### config.mk
export PLATFORM = sky130hd
export DESIGN_NAME = fb_port_arbiter
export DESIGN_NICKNAME = d
export VERILOG_FILES = /design/src/rtl/fb_port_arbiter.sv
export SDC_FILE = /design/constraint.sdc
export NUM_CORES = 1
export LEC_CHECK = 0
export ABC_AREA = 1
export BUFFER_PORTS_ARGS = -buffer_cell sky130_fd_sc_hd__buf_2
export CORE_ASPECT_RATIO = 1.75
export CORE_MARGIN = 5
export CORE_UTILIZATION = 25
export DETAILED_ROUTE_END_ITERATION = 8
export PLACE_DENSITY = 0.53
export SLEW_MARGIN = 40
export SYNTH_ARGS = -nofsm -noshare
export SYNTH_HDL_FRONTEND = slang
export SYNTH_SLANG_ARGS = --single-unit
### constraint.sdc
create_clock -name clk -period 3.93 [get_ports clk]
set_input_delay 0.786 -clock clk [delete_from_list [all_inputs] [get_ports clk]]
set_output_delay 0.786 -clock clk [all_outputs]
set_load 0.02 [all_outputs]
### src/rtl/fb_port_arbiter.sv
// Frame-buffer port arbiter: display reads take strict priority; camera writes are
// queued in a small FIFO and drained on idle cycles. FB_ARB_STATS_EN adds stall/high-water outputs.
module fb_port_arbiter #(
    parameter int ADDR_W        = 17,
    parameter int DATA_W        = 16,
    parameter int WR_FIFO_DEPTH = 8
) (
    input  logic                           clk,
    input  logic                           reset,
    input  logic                           rd_req,
    input  logic [ADDR_W-1:0]              rd_addr,
    output logic                           rd_valid,
    output logic [DATA_W-1:0]              rd_data,
    input  logic                           wr_valid,
    input  logic [ADDR_W-1:0]              wr_addr,
    input  logic [DATA_W-1:0]              wr_data,
    output logic                           wr_ready,
    output logic [ADDR_W-1:0]              mem_addr,
    output logic                           mem_we,
    output logic [DATA_W-1:0]              mem_wdata,
    input  logic [DATA_W-1:0]              mem_rdata,
    output logic [$clog2(WR_FIFO_DEPTH):0] fifo_level
`ifdef FB_ARB_STATS_EN
    ,
    output logic [15:0]                    stall_cnt,
    output logic [$clog2(WR_FIFO_DEPTH):0] max_level
`endif
);

    localparam int PTR_W   = $clog2(WR_FIFO_DEPTH);
    localparam int LEVEL_W = PTR_W + 1;
    localparam logic [LEVEL_W-1:0] FULL_LEVEL = LEVEL_W'(WR_FIFO_DEPTH);

    typedef enum logic [1:0] {
        GNT_IDLE,
        GNT_RD,
        GNT_WR
    } gnt_t;

    gnt_t              gnt;
    logic [ADDR_W-1:0] fifo_addr [WR_FIFO_DEPTH];
    logic [DATA_W-1:0] fifo_data [WR_FIFO_DEPTH];
    logic [PTR_W-1:0]  wr_ptr;
    logic [PTR_W-1:0]  rd_ptr;
    logic [1:0]        rd_pipe;
    logic              fifo_empty;
    logic              fifo_full;
    logic              push;
    logic              pop;

    assign fifo_empty = (fifo_level == '0);
    assign fifo_full  = (fifo_level == FULL_LEVEL);
    // Held low while reset is asserted, so the camera sees ready only once reset is released.
    assign wr_ready   = !reset && !fifo_full;
    assign push       = wr_valid && wr_ready;
    assign pop        = (gnt == GNT_WR);
    assign rd_valid   = rd_pipe[1];
    assign rd_data    = mem_rdata;

    always_comb begin
        gnt = GNT_IDLE;
        if (rd_req)
            gnt = GNT_RD;
        else if (!fifo_empty)
            gnt = GNT_WR;
    end

    always_ff @(posedge clk) begin
        if (push) begin
            fifo_addr[wr_ptr] <= wr_addr;
            fifo_data[wr_ptr] <= wr_data;
        end
    end

    always_ff @(posedge clk) begin
        if (reset) begin
            wr_ptr     <= '0;
            rd_ptr     <= '0;
            fifo_level <= '0;
            rd_pipe    <= '0;
            mem_addr   <= '0;
            mem_we     <= 1'b0;
            mem_wdata  <= '0;
        end else begin
            if (push)
                wr_ptr <= wr_ptr + 1'b1;
            if (pop)
                rd_ptr <= rd_ptr + 1'b1;
            case ({push, pop})
                2'b10:   fifo_level <= fifo_level + 1'b1;
                2'b01:   fifo_level <= fifo_level - 1'b1;
                default: fifo_level <= fifo_level;
            endcase

            rd_pipe <= {rd_pipe[0], (gnt == GNT_RD)};

            mem_we <= 1'b0;
            case (gnt)
                GNT_RD: mem_addr <= rd_addr;
                GNT_WR: begin
                    mem_addr  <= fifo_addr[rd_ptr];
                    mem_wdata <= fifo_data[rd_ptr];
                    mem_we    <= 1'b1;
                end
                default: ;
            endcase
        end
    end

`ifdef FB_ARB_STATS_EN
    always_ff @(posedge clk) begin
        if (reset) begin
            stall_cnt <= '0;
            max_level <= '0;
        end else begin
            if (wr_valid && !wr_ready && stall_cnt != 16'hFFFF)
                stall_cnt <= stall_cnt + 1'b1;
            if (fifo_level > max_level)
                max_level <= fifo_level;
        end
    end
`endif

endmodule

# After elaboration in Yosys (flattened, before gate mapping)
# Memories as Yosys holds them, arrays and structs flattened. A register that Yosys moved wholly into a read port is not among the register bits.
# Cells that the tools add are included.
# op_classes
n_addsub,4
mul,0
div,0
n_lt_le_gt_ge,0
eq_ne,5
n_shift,0
mux,9
bitwise,0
reduce_logical,7
# op_table
op,count
$pmux W17 S2,1
$pmux W4 S2,1
$add A3 B1 Y3 const B,2
$mux W3,2
$add A4 B1 Y4 const B,1
$eq A2 B1 Y1 const B,2
$eq A2 B2 Y1 const B,2
$eq A4 B4 Y1 const B,1
$logic_not A4 Y1,1
$mux W2,2
$reduce_bool A2 Y1,2
$sub A4 B1 Y4 const B,1
$mux W1,3
$logic_and A1 B1 Y1,2
$logic_not A1 Y1,2
# word_totals
regBits,30
latchBits,0
ram_bits,264
romBits,0
out_inout_bits,56
wordCells,33
mem_count,2
# mem_list
name,depth,width,read_ports,rd_ports_with_merged_regs,wr,line_no,source
fifo_addr,8,17,1,1,1,41,logic [ADDR_W-1:0] fifo_addr [WR_FIFO_DEPTH];
fifo_data,8,16,1,1,1,42,logic [DATA_W-1:0] fifo_data [WR_FIFO_DEPTH];

# Logic depth before layout (Yosys ltp)
# depth
word_depth,6
mapped_depth,16
depth_no_buf,15

# Worst setup path before layout
# No wires, ideal clock.
# synth_timing
path_kind,input to register
from,input reset
to,memory fifo_addr[5][0] (enable)
arrival_time_ps,3475
required_ps,3465
slack_ps,-9
path_stages,4
n_path_buf,1
path_cell_list,buf_2 > inv_2 > nand3_2 > nor3_1
# synth_between
elab_chain_cells,5
# synth_rtl
item,line_no,source
start: declaration,9,"input logic reset,"
$logic_not A1 Y1,54,assign wr_ready = !reset && !fifo_full;
$logic_and A1 B1 Y1,54,
$logic_and A1 B1 Y1,55,assign push = wr_valid && wr_ready;
$mux W1,69,if (push) begin
$mux W1 (not written as such),70,fifo_addr[wr_ptr] <= wr_addr;
end: declaration,41,
# No other way between the ends.

# Final worst setup path
# layout_timing
from,input rd_req
to,register fifo_level[2]
# layout_between
elab_chain_cells,4
# layout_rtl
item,line_no,source
start: declaration,10,"input logic rd_req,"
$mux W2 (*),62,if (rd_req)
$eq A2 B2 Y1 (*),56,assign pop = (gnt == GNT_WR);
$eq A2 B1 Y1 / $eq A2 B2 Y1 (equally long branches),89,"case ({push, pop})"
$pmux W4 S2 / $reduce_bool A2 Y1 (equally long branches),-,
end signal: assignment,90,2'b10: fifo_level <= fifo_level + 1'b1;
end signal: assignment,91,2'b01: fifo_level <= fifo_level - 1'b1;
end signal: assignment,92,default: fifo_level <= fifo_level;
end: declaration,22,output logic [$clog2(WR_FIFO_DEPTH):0] fifo_level
# Mark *: on every way between the ends. The rest lies on a longest branch, timed or not.
# A chain may end at the register's enable or synchronous reset.

==> impl_metrics.json <==
{
  "status": "complete, no violations",
  "r2r_start": "fifo_level[1]",
  "coreArea_mm2": 0.0506,
  "nFillCells": 5202,
  "cap_violations": 0,
  "worst-path-max-fanout": 36,
  "ant_nets": 0,
  "start_util_pct": 25.3,
  "crit_path_end": "fifo_level[2]",
  "critPathKind": "in -> reg",
  "syn_to_final_growth_pct": 16.0,
  "p_total_mw": 9.27,
  "wire_per_inst_um": 16.8,
  "track_usage_pct": 11.2,
  "clkLatencyLatePin_ns": 0.56,
  "clk_path_buf_depth": 3,
  "grt_pass1_wl_um": 49000,
  "crit_start": "rd_req",
  "netlist_instances": 1159,
  "fin_area_mm2": 0.0149,
  "initialDrtViolationCount": 471,
  "rsz0062_at_grt": "false",
  "syn_nets": 1234,
  "cp_cell_sequence": "buf_2, inv_2, nand2_8, inv_6, ha_1, inv_1, nand2_1, nand2_1, ha_1, a21oi_1, xnor2_1, o21ai_0, inv_1",
  "yosys_warnings": 0,
  "critPathMaxStageDelay_ns": 0.37,
  "postSynthAreaPerCell_um2": 11.1,
  "leakage_nw": 5.70,
  "dieArea_mm2": 0.0561,
  "first_global_vias": 8296,
  "yosys.cell_types.count": 28,
  "cts_tree": "done",
  "cp_slowest_cell": "inv_6",
  "rows": 109,
  "cts-root-buf": "clkbuf_16",
  "final_cell_mix": "349 x nand2_1, 264 x edfxtp_1, 146 x nand3_1, 93 x buf_2, 70 x nor2_1",
  "timing.final.crit_share_pct": 65.1,
  "endpoint_kind": "flip-flop",
  "skew_ns": 0.00822,
  "start_kind": "primary input",
  "ys_ff_latch": 313,
  "placed_area_mm2": 0.0138,
  "routabilityCongestion": 0.743,
  "final_max_slew_viol_count": 0,
  "use_met3_pct": 2.12,
  "drc_errors": 0,
  "clock_sinks": 313,
  "reg2regPathDepth": 15,
  "grt_overflow_total": 0,
  "grt_max_degree": 69,
  "post_cts_buffers": 0,
  "vias": 8268,
  "required_ns": 4.38,
  "ctsHoldBuffers": 0,
  "post_cts_resized": 0,
  "hpwl_um": 19700,
  "timing_hold_violations_final": 0,
  "ctsHtreeMaxLevel": 1,
  "cts_buffers": 31,
  "min_path_type": "reg -> reg",
  "worst_slew_pin_slew_ns": 0.756,
  "antenna_found_initial": 6,
  "min_period_ns": 2.56,
  "port_buffers": 93,
  "vias_per_cell": 4.30,
  "maxSlewHeadroom_pct": 49.5,
  "crit_arrival_ns": 3.01,
  "final_common_cell": "nand2_1",
  "grtUsageMet2_pct": 21.1,
  "syn-cell-area_mm2": 0.0128,
  "clk_pin_slew_ns": 0.06,
  "setup_violations": 0,
  "routed_wl_um": 32200,
  "die_h_um": 310,
  "ios": 126,
  "fmax_mhz": 391,
  "use_met1_pct": 12.2,
  "yosysSeqAreaShare_pct": 69.5,
  "die_x_um": 181,
  "hold_path_depth": 2,
  "top_usage_layer": "met2",
  "r2r_slack_ns": 1.40,
  "ir_worst_vdd_mv": 0.301,
  "r2r-end": "fifo_level[2]",
  "tns_ns": 0,
  "power_density_mw_per_mm2": 624,
  "finalNetCount": 1305,
  "first_pass_iters": 5,
  "layout-drive-gt1-share_pct": 15.6
}
[how the worst min path moves through the flow]
stage                          start          to  slack, ns
after floorplan           rd_pipe[0]  rd_pipe[1]       0.39
after global placement    rd_pipe[0]  rd_pipe[1]       0.39
after detailed placement  rd_pipe[0]  rd_pipe[1]       0.40
after CTS                 rd_pipe[0]  rd_pipe[1]       0.41
after global routing      rd_pipe[0]  rd_pipe[1]       0.43
final                     rd_pipe[0]  rd_pipe[1]       0.41
[cells in the mapped netlist (all sizes together)]
cell type,n,share of area (%)
nand3,157,6.6
nor3,4,0.16
inv,72,2.1
nor2,76,2.5
o211ai,1,0.059
ha,5,0.49
nand4,1,0.049
o21ai,53,2.1
edfxtp,264,62
xor2,2,0.14
dfxtp,49,7.7
clkinv,1,0.029
a21oi,45,1.8
clkbuf,10,0.29
nand2,352,11
buf,66,3.5
xnor2,1,0.068
[cell type report]
type                    instances  area (um2)  area share [%]
flip-flops and latches        313        8910            59.9
multi-input cells             697        3190            21.5
well taps                     666         833            5.61
clock buffers                  37         818            5.50
repair buffers                114         623            4.19
inverters                      73         287            1.93
clock inverters                20         191            1.29
diodes                          3        7.51          0.0505
[layer usage]
layer | wire length (um) | part of all wire (%)
met5 | 40 | 0.12
met3 | 1610 | 5.0
met2 | 17400 | 54
met4 | 990 | 3.1
met1 | 12200 | 38
[power by group]
part           internal (mW)  switching, mW
Clock                   1.73           1.20
Combinational          0.691           1.71
Sequential              3.81          0.125
Total                   6.24           3.04
[metrics by stage]
step                hold WS (ns)  util [%]  std cells  setup WS [ns]
floorplan                  0.388         -       1159       -0.00908
global placement           0.392      27.4       1863          0.792
detailed placement         0.399      27.4       1863          0.743
CTS                        0.408      29.4       1920           1.33
global route               0.433      29.4       1922           1.13
finish                     0.407      29.4       1923           1.37
[flip-flops by register name, summed over array words and instances (netlist names), named ones only]
signal,flops
fifo_level,4
mem_we,1
fifo_data,128
wr_ptr,3
mem_addr,17
fifo_addr,136
rd_pipe,2
rd_ptr,3
mem_wdata,16
[worst max-delay path, delay by kind of cell]
kind            cells  cell delay, ns
xor+xnor            1            0.10
compound gates      2            0.33
buf+inv             5            0.97
simple gates        3            0.34
fa+ha+maj           2            0.48
[logic make-up (layout without fill, tap and decap cells)]
| group | Yosys count | in the layout | share of synthesized area, % |
|---|---|---|---|
| AND/OR/NAND/NOR | 590 | 590 | 19.9 |
| flip-flops | 313 | 313 | 69.5 |
| buffers and inverters | 149 | 244 | 5.96 |
| AO/OA/AOI/OAI | 99 | 99 | 3.97 |
| adder cells (fa/ha/maj) | 5 | 5 | 0.488 |
| XOR/XNOR | 3 | 3 | 0.205 |
| other | 0 | 3 | 0 |
No activity file was read; power rests on OpenSTA's default activity.
